===== src/rtl/regwb_pkg.sv =====
// Shared types and default widths for the register write-back queue.
package regwb_pkg;

  localparam int XLEN       = 32;
  localparam int REG_ADDR_W = 5;

  typedef struct packed {
    logic [REG_ADDR_W-1:0] rd;
    logic [XLEN-1:0]       data;
  } wb_entry_t;

endpackage


===== src/rtl/wb_fifo.sv =====
// In-order circular buffer holding write-back entries; exposes the head, the
// raw storage and an occupancy mask so the top level can search queued entries.
module wb_fifo
  import regwb_pkg::*;
#(
  parameter int  DEPTH   = 4,
  parameter type entry_t = wb_entry_t,
  localparam int PW      = $clog2(DEPTH)
) (
  input  logic           clk,
  input  logic           reset,
  input  logic           i_push,
  input  entry_t         i_entry,
  input  logic           i_pop,
  output entry_t         o_head,
  output entry_t         o_entries [DEPTH],
  output logic [PW-1:0]  o_head_ptr,
  output logic [DEPTH-1:0] o_mask,
  output logic [PW:0]    o_count
);

  logic [PW-1:0] r_head;
  logic [PW-1:0] r_tail;
  logic [PW:0]   r_count;
  entry_t        r_mem [DEPTH];

  logic          w_do_push;
  logic          w_do_pop;
  logic [PW-1:0] w_off [DEPTH];

  assign w_do_push = i_push && (r_count != (PW+1)'(DEPTH));
  assign w_do_pop  = i_pop && (r_count != '0);

  always_ff @(posedge clk or posedge reset) begin
    if (reset) begin
      r_head  <= '0;
      r_tail  <= '0;
      r_count <= '0;
    end else begin
      // NOTE: sequential state uses non-blocking assignments so every register samples pre-edge values.
      if (w_do_push) r_tail <= r_tail + 1'b1;
      if (w_do_pop)  r_head <= r_head + 1'b1;
      r_count <= r_count + (PW+1)'(w_do_push) - (PW+1)'(w_do_pop);
    end
  end

  // NOTE: storage is deliberately not reset; the cleared count makes stale entries unreachable.
  always_ff @(posedge clk) begin
    if (w_do_push) r_mem[r_tail] <= i_entry;
  end

  // Entry i is occupied when its distance from the head (mod DEPTH) is below the count.
  for (genvar gi = 0; gi < DEPTH; gi++) begin : g_mask
    assign w_off[gi]  = PW'(gi) - r_head;
    assign o_mask[gi] = ({1'b0, w_off[gi]} < r_count);
  end

  assign o_head     = r_mem[r_head];
  assign o_entries  = r_mem;
  assign o_head_ptr = r_head;
  assign o_count    = r_count;

endmodule


===== src/rtl/reg_writeback_queue.sv =====
// Write-back queue with x0 filtering, register-file drain port and operand
// forwarding. Forwarding comparators are built only when WB_BYPASS_EN is defined.
module reg_writeback_queue #(
  parameter int  DEPTH = 4,
  parameter int  XLEN  = regwb_pkg::XLEN,
  parameter int  AW    = regwb_pkg::REG_ADDR_W,
  localparam int PW    = $clog2(DEPTH)
) (
  input  logic            clk,
  input  logic            reset,
  input  logic            in_valid,
  output logic            in_ready,
  input  logic [AW-1:0]   in_rd,
  input  logic [XLEN-1:0] in_data,
  input  logic            rf_ready,
  output logic            rf_we,
  output logic [AW-1:0]   rf_waddr,
  output logic [XLEN-1:0] rf_wdata,
  input  logic [AW-1:0]   rs1,
  input  logic [AW-1:0]   rs2,
  output logic            fwd1_hit,
  output logic            fwd2_hit,
  output logic [XLEN-1:0] fwd1_value,
  output logic [XLEN-1:0] fwd2_value,
  output logic [PW:0]     pending
);

  typedef struct packed {
    logic [AW-1:0]   rd;
    logic [XLEN-1:0] data;
  } q_entry_t;

  q_entry_t         w_in_entry;
  q_entry_t         w_head;
  q_entry_t         w_entries [DEPTH];
  logic [PW-1:0]    w_head_ptr;
  logic [DEPTH-1:0] w_mask;
  logic             w_push;
  logic             w_pop;

  assign in_ready = (pending < (PW+1)'(DEPTH));
  assign rf_we    = (pending != '0);

  // x0 results complete the handshake but never occupy a slot.
  assign w_push     = in_valid && in_ready && (in_rd != '0);
  assign w_pop      = rf_we && rf_ready;
  assign w_in_entry = '{rd: in_rd, data: in_data};

  wb_fifo #(
    .DEPTH   (DEPTH),
    .entry_t (q_entry_t)
  ) u_fifo (
    .clk        (clk),
    .reset      (reset),
    .i_push     (w_push),
    .i_entry    (w_in_entry),
    .i_pop      (w_pop),
    .o_head     (w_head),
    .o_entries  (w_entries),
    .o_head_ptr (w_head_ptr),
    .o_mask     (w_mask),
    .o_count    (pending)
  );

  assign rf_waddr = rf_we ? w_head.rd   : '0;
  assign rf_wdata = rf_we ? w_head.data : '0;

`ifdef WB_BYPASS_EN
  // Walk entries oldest to youngest so the last match is the newest value.
  function automatic logic [XLEN:0] fwd_lookup(input logic [AW-1:0] rs);
    logic [PW-1:0] idx;
    logic [XLEN:0] res;
    res = '0;
    for (int k = 0; k < DEPTH; k++) begin
      idx = w_head_ptr + PW'(k);
      if ((rs != '0) && w_mask[idx] && (w_entries[idx].rd == rs))
        res = {1'b1, w_entries[idx].data};
    end
    return res;
  endfunction

  always_comb begin
    {fwd1_hit, fwd1_value} = fwd_lookup(rs1);
    {fwd2_hit, fwd2_value} = fwd_lookup(rs2);
  end
`else
  logic w_unused;

  assign fwd1_hit   = 1'b0;
  assign fwd2_hit   = 1'b0;
  assign fwd1_value = '0;
  assign fwd2_value = '0;

  always_comb begin
    w_unused = ^{rs1, rs2, w_mask, w_head_ptr};
    for (int i = 0; i < DEPTH; i++) w_unused = w_unused ^ (^w_entries[i]);
  end
`endif

endmodule


===== config.mk =====
export PLATFORM = sky130hd
export DESIGN_NAME = reg_writeback_queue
export DESIGN_NICKNAME = d
export VERILOG_FILES = /design/src/rtl/regwb_pkg.sv /design/src/rtl/wb_fifo.sv /design/src/rtl/reg_writeback_queue.sv
export SDC_FILE = /design/constraint.sdc
export NUM_CORES = 1
export LEC_CHECK = 0
export ABC_AREA = 1
export ABC_CLOCK_PERIOD_IN_PS = 5900
export CAP_MARGIN = 5
export CORE_MARGIN = 2
export CORE_UTILIZATION = 55
export CTS_BUF_LIST = sky130_fd_sc_hd__clkbuf_8
export CTS_CLUSTER_SIZE = 8
export DETAILED_ROUTE_END_ITERATION = 8
export DONT_BUFFER_PORTS = 1
export GPL_TIMING_DRIVEN = 0
export HOLD_SLACK_MARGIN = 0.12
export PLACE_DENSITY = 0.7
export SYNTH_ARGS = -nofsm -noshare
export SYNTH_HDL_FRONTEND = slang
export SYNTH_SLANG_ARGS = --single-unit

===== constraint.sdc =====
create_clock -name clk -period 5.9 [get_ports clk]
set_input_delay 0.885 -clock clk [delete_from_list [all_inputs] [get_ports clk]]
set_output_delay 0.885 -clock clk [all_outputs]
set_load 0.005 [all_outputs]

==> flow_summary_export.csv <==
group,metric,value,unit
status,status,"finished clean",
grt,use_met3,7.432,%
cells_and_area,diodes,0,
power_and_ir_drop,internal_power,2.203,mW
power_and_ir_drop,p_per_area,420.9,nW/um^2
place,place_area,7828,um^2
drt,vias,4523,
critical_path,reg2reg_from,"u_fifo.o_count[1]$_DFF_PP0_",
power_and_ir_drop,switchingPower,1.262,mW
drt,drt-total-wl,13920,um
cells_and_area,layout_common_cells,"inv_1 (164), nand2_1 (159), edfxtp_1 (148)",
synth,yosys_warnings,0,
grt,antenna_found_initial,0,
power_and_ir_drop,p_comb_share,35.9,%
timing,skew,0.01459,ns
critical_path,endpoint_kind,"output port",
synth,seq_area_frac_synth,63.84,%
timing,setup_viol,0,
grt,grt.total_usage,20.44,%
synth,synthTopCellsByArea,"edfxtp_1 (61%), inv_1 (8.5%), nand2_1 (8.2%)",
cells_and_area,nets,854,
synth,ys_ff_latch,155,
cts,cts_hold_buf,0,
job,drv_cap,0,
timing,fin_crit_sh,45.72,%
critical_path,r2r_cells,11,
power_and_ir_drop,power.leakage,3.878,nW
floorplan,ios,159,
synth,synth-async-reset-ratio,4.516,%
power_and_ir_drop,sw_frac_of_total,36.43,%
synth,yosysUniqueCellTypes,19,
grt,grt_max_degree,26,
timing,fin_setup_tns,0,ns
cts,cts_setup_buffers,0,
timing,hold_slack,0.2721,ns
cts,cts_sinks,155,
power_and_ir_drop,power_frac_seq,41.3,%
timing,period_minus_slack,2.697,ns
critical_path,path_max_fanout,10,
cells_and_area,syn_to_final_growth,13.78,%
place,place.gp.congestion,0.7686,
floorplan,die_h,118.7,um
place,place_inst,949,
floorplan,dieWidth,118.7,um
drt,wl_per_cell,14.19,um
critical_path,critical_path_class,"register to output port",
place,dp_hpwl,9300,um
critical_path,r2r_slack,3.67,ns
place,portBuffers,0,
critical_path,worstReg2RegEnd,"u_fifo.o_count[2]$_DFF_PP0_",
grt,grtUsageMet2,34.95,%
cts,cts_buffer_depth,2,
synth,postSynthAreaPerCell,10.22,um^2
cts,htreeDepth,4,
drt,drc_errors,0,
cts,cts_root_buf,"clkbuf_8",
cells_and_area,layout_commonest_cell,"inv_1",
synth,synth_edf_count,148,
cells_and_area,fin_util,64.71,%
synth,synth_top_cell_area_share,61.42,%
cts,clk_latency,0.44,ns
cts,cts-resized-gates,0,
cts,cts_made_buffers,17,
drt,vias_per_cell,4.611,
critical_path,cp.required,5.02,ns
timing,max_freq,370.7,MHz
grt,grt_first_pass_wirelength,21760,um
timing,drv_slew,0,
synth,synth_area_leader_cell,"edfxtp_1",
cts,cts_tree,"yes",
floorplan,core_area,12720,um^2
grt,busiest_layer,"met2",
power_and_ir_drop,ir_drop,257.1,uV
min_path,min_path_type,"input port to async pin",
floorplan,fp.dieArea,14090,um^2
synth,synthCells,708,
drt,antenna_left,0,
timing,rsz0062_at_grt,"false",
synth,ys.flop_type,"edfxtp_1",
synth,synth_area,7236,um^2
cts,clk_pin_slew,0.09,ns
timing,hold_violations,0,
timing,worst_pin_slew,0.7110,ns
cells_and_area,final_area,8233,um^2
cells_and_area,drive_above_1_share,15.45,%
critical_path,crit_path_start_kind,"register",
floorplan,initial_core_util,56.87,%
grt,overflow,0,
drt,drt_iter0_markers,251,
grt,first_global_vias,4458,
power_and_ir_drop,clkPwrFrac,22.8,%
drt,drt_pass1_iterations,5,
critical_path,crit_arrival,1.81,ns
cells_and_area,final_cells,981,
timing,max_slew_margin,52.49,%
grt,use_met1,23.25,%
floorplan,rows,41,
==> through the flow <==
step           total power [mW]  setup slack (ns)
3_3_place_gp              2.637             1.355
3_5_place_dp              2.711             3.299
4_1_cts                   3.494             3.185
2_1_floorplan             2.321             2.684
5_1_grt                   3.694             3.055
6_report                  3.466             3.203
==> metal layers <==
| layer | up-vias | part of all wire, % |
|---|---|---|
| met5 | - | 0 |
| met4 | 0 | 1.1 |
| met3 | 13 | 9.6 |
| met2 | 191 | 51 |
| met1 | 2059 | 38 |
| li1 | 2260 | - |
==> power by group through the flow <==
stage / combinational, mW / sequential [mW] / clock, mW
finish: 1.25 / 1.43 / 0.790
global route: 1.40 / 1.44 / 0.854
CTS: 1.26 / 1.43 / 0.803
detailed placement: 1.26 / 1.45 / 0
global placement: 1.17 / 1.46 / 0
floorplan: 0.872 / 1.45 / 0
==> worst max-delay path by stage <==
stage,end,slack (ns),depth (start not counted),start
2_1_floorplan,u_fifo.o_entries[0]$_DFFE_PP_,2.68,4,in_valid
3_3_place_gp,u_fifo.o_entries[53]$_DFFE_PP_,1.36,4,in_valid
3_5_place_dp,u_fifo.o_entries[128]$_DFFE_PP_,3.30,5,in_valid
4_1_cts,rf_wdata[14],3.19,5,u_fifo.o_count[1]$_DFF_PP0_
5_1_grt,rf_wdata[21],3.05,3,u_fifo.o_head_ptr[1]$_DFFE_PP0P_
6_report,rf_wdata[4],3.20,6,u_fifo.o_head_ptr[0]$_DFFE_PP0P_
==> worst max-delay path, stage by stage (launching register included) <==
cell and delay [ns]:
dfrtp_1 0.36, buf_4 0.15, inv_2 0.07, clkbuf_1 0.45, nand2_1 0.12, nand3_1 0.12
a21oi_1 0.11
==> kinds of logic after synthesis <==
group                      count (synthesis)  synth area share [%]
AOI/OAI and AO/OA                         38                 2.628
xor gates and xnor gates                   3                0.3632
adders and majority gates                  7                 1.314
buffers and inverters                    260                 17.81
DFF                                      155                 63.84
other                                      1               0.05183
and+or+nand+nor                          244                 13.99
==> Yosys cell counts (all sizes together) (2+ instances only) <==
cell type,n
a21oi,37
buf,87
clkbuf,6
dfrtp,7
edfxtp,148
ha,6
inv,167
nand2,159
nand3,77
nor2,8
xnor2,2
==> flip-flops by register name (all words and copies together) (netlist names) <==
signal             count
u_fifo.r_tail          2
u_fifo.o_head_ptr      2
u_fifo.o_entries     148
u_fifo.o_count         3
==> area by class of cell <==
class / count / area, um^2
Inverter: 167 / 626.9
Fill cell: 994 / 4489
Buffer: 93 / 661.9
Timing Repair Buffer: 4 / 102.6
Tap cell: 172 / 215.2
Sequential cell: 155 / 4619
Multi-Input combinational cell: 358 / 1602
Clock inverter: 15 / 171.4
Clock buffer: 17 / 234.0
Note: power is estimated with default switching activity, not from simulation.
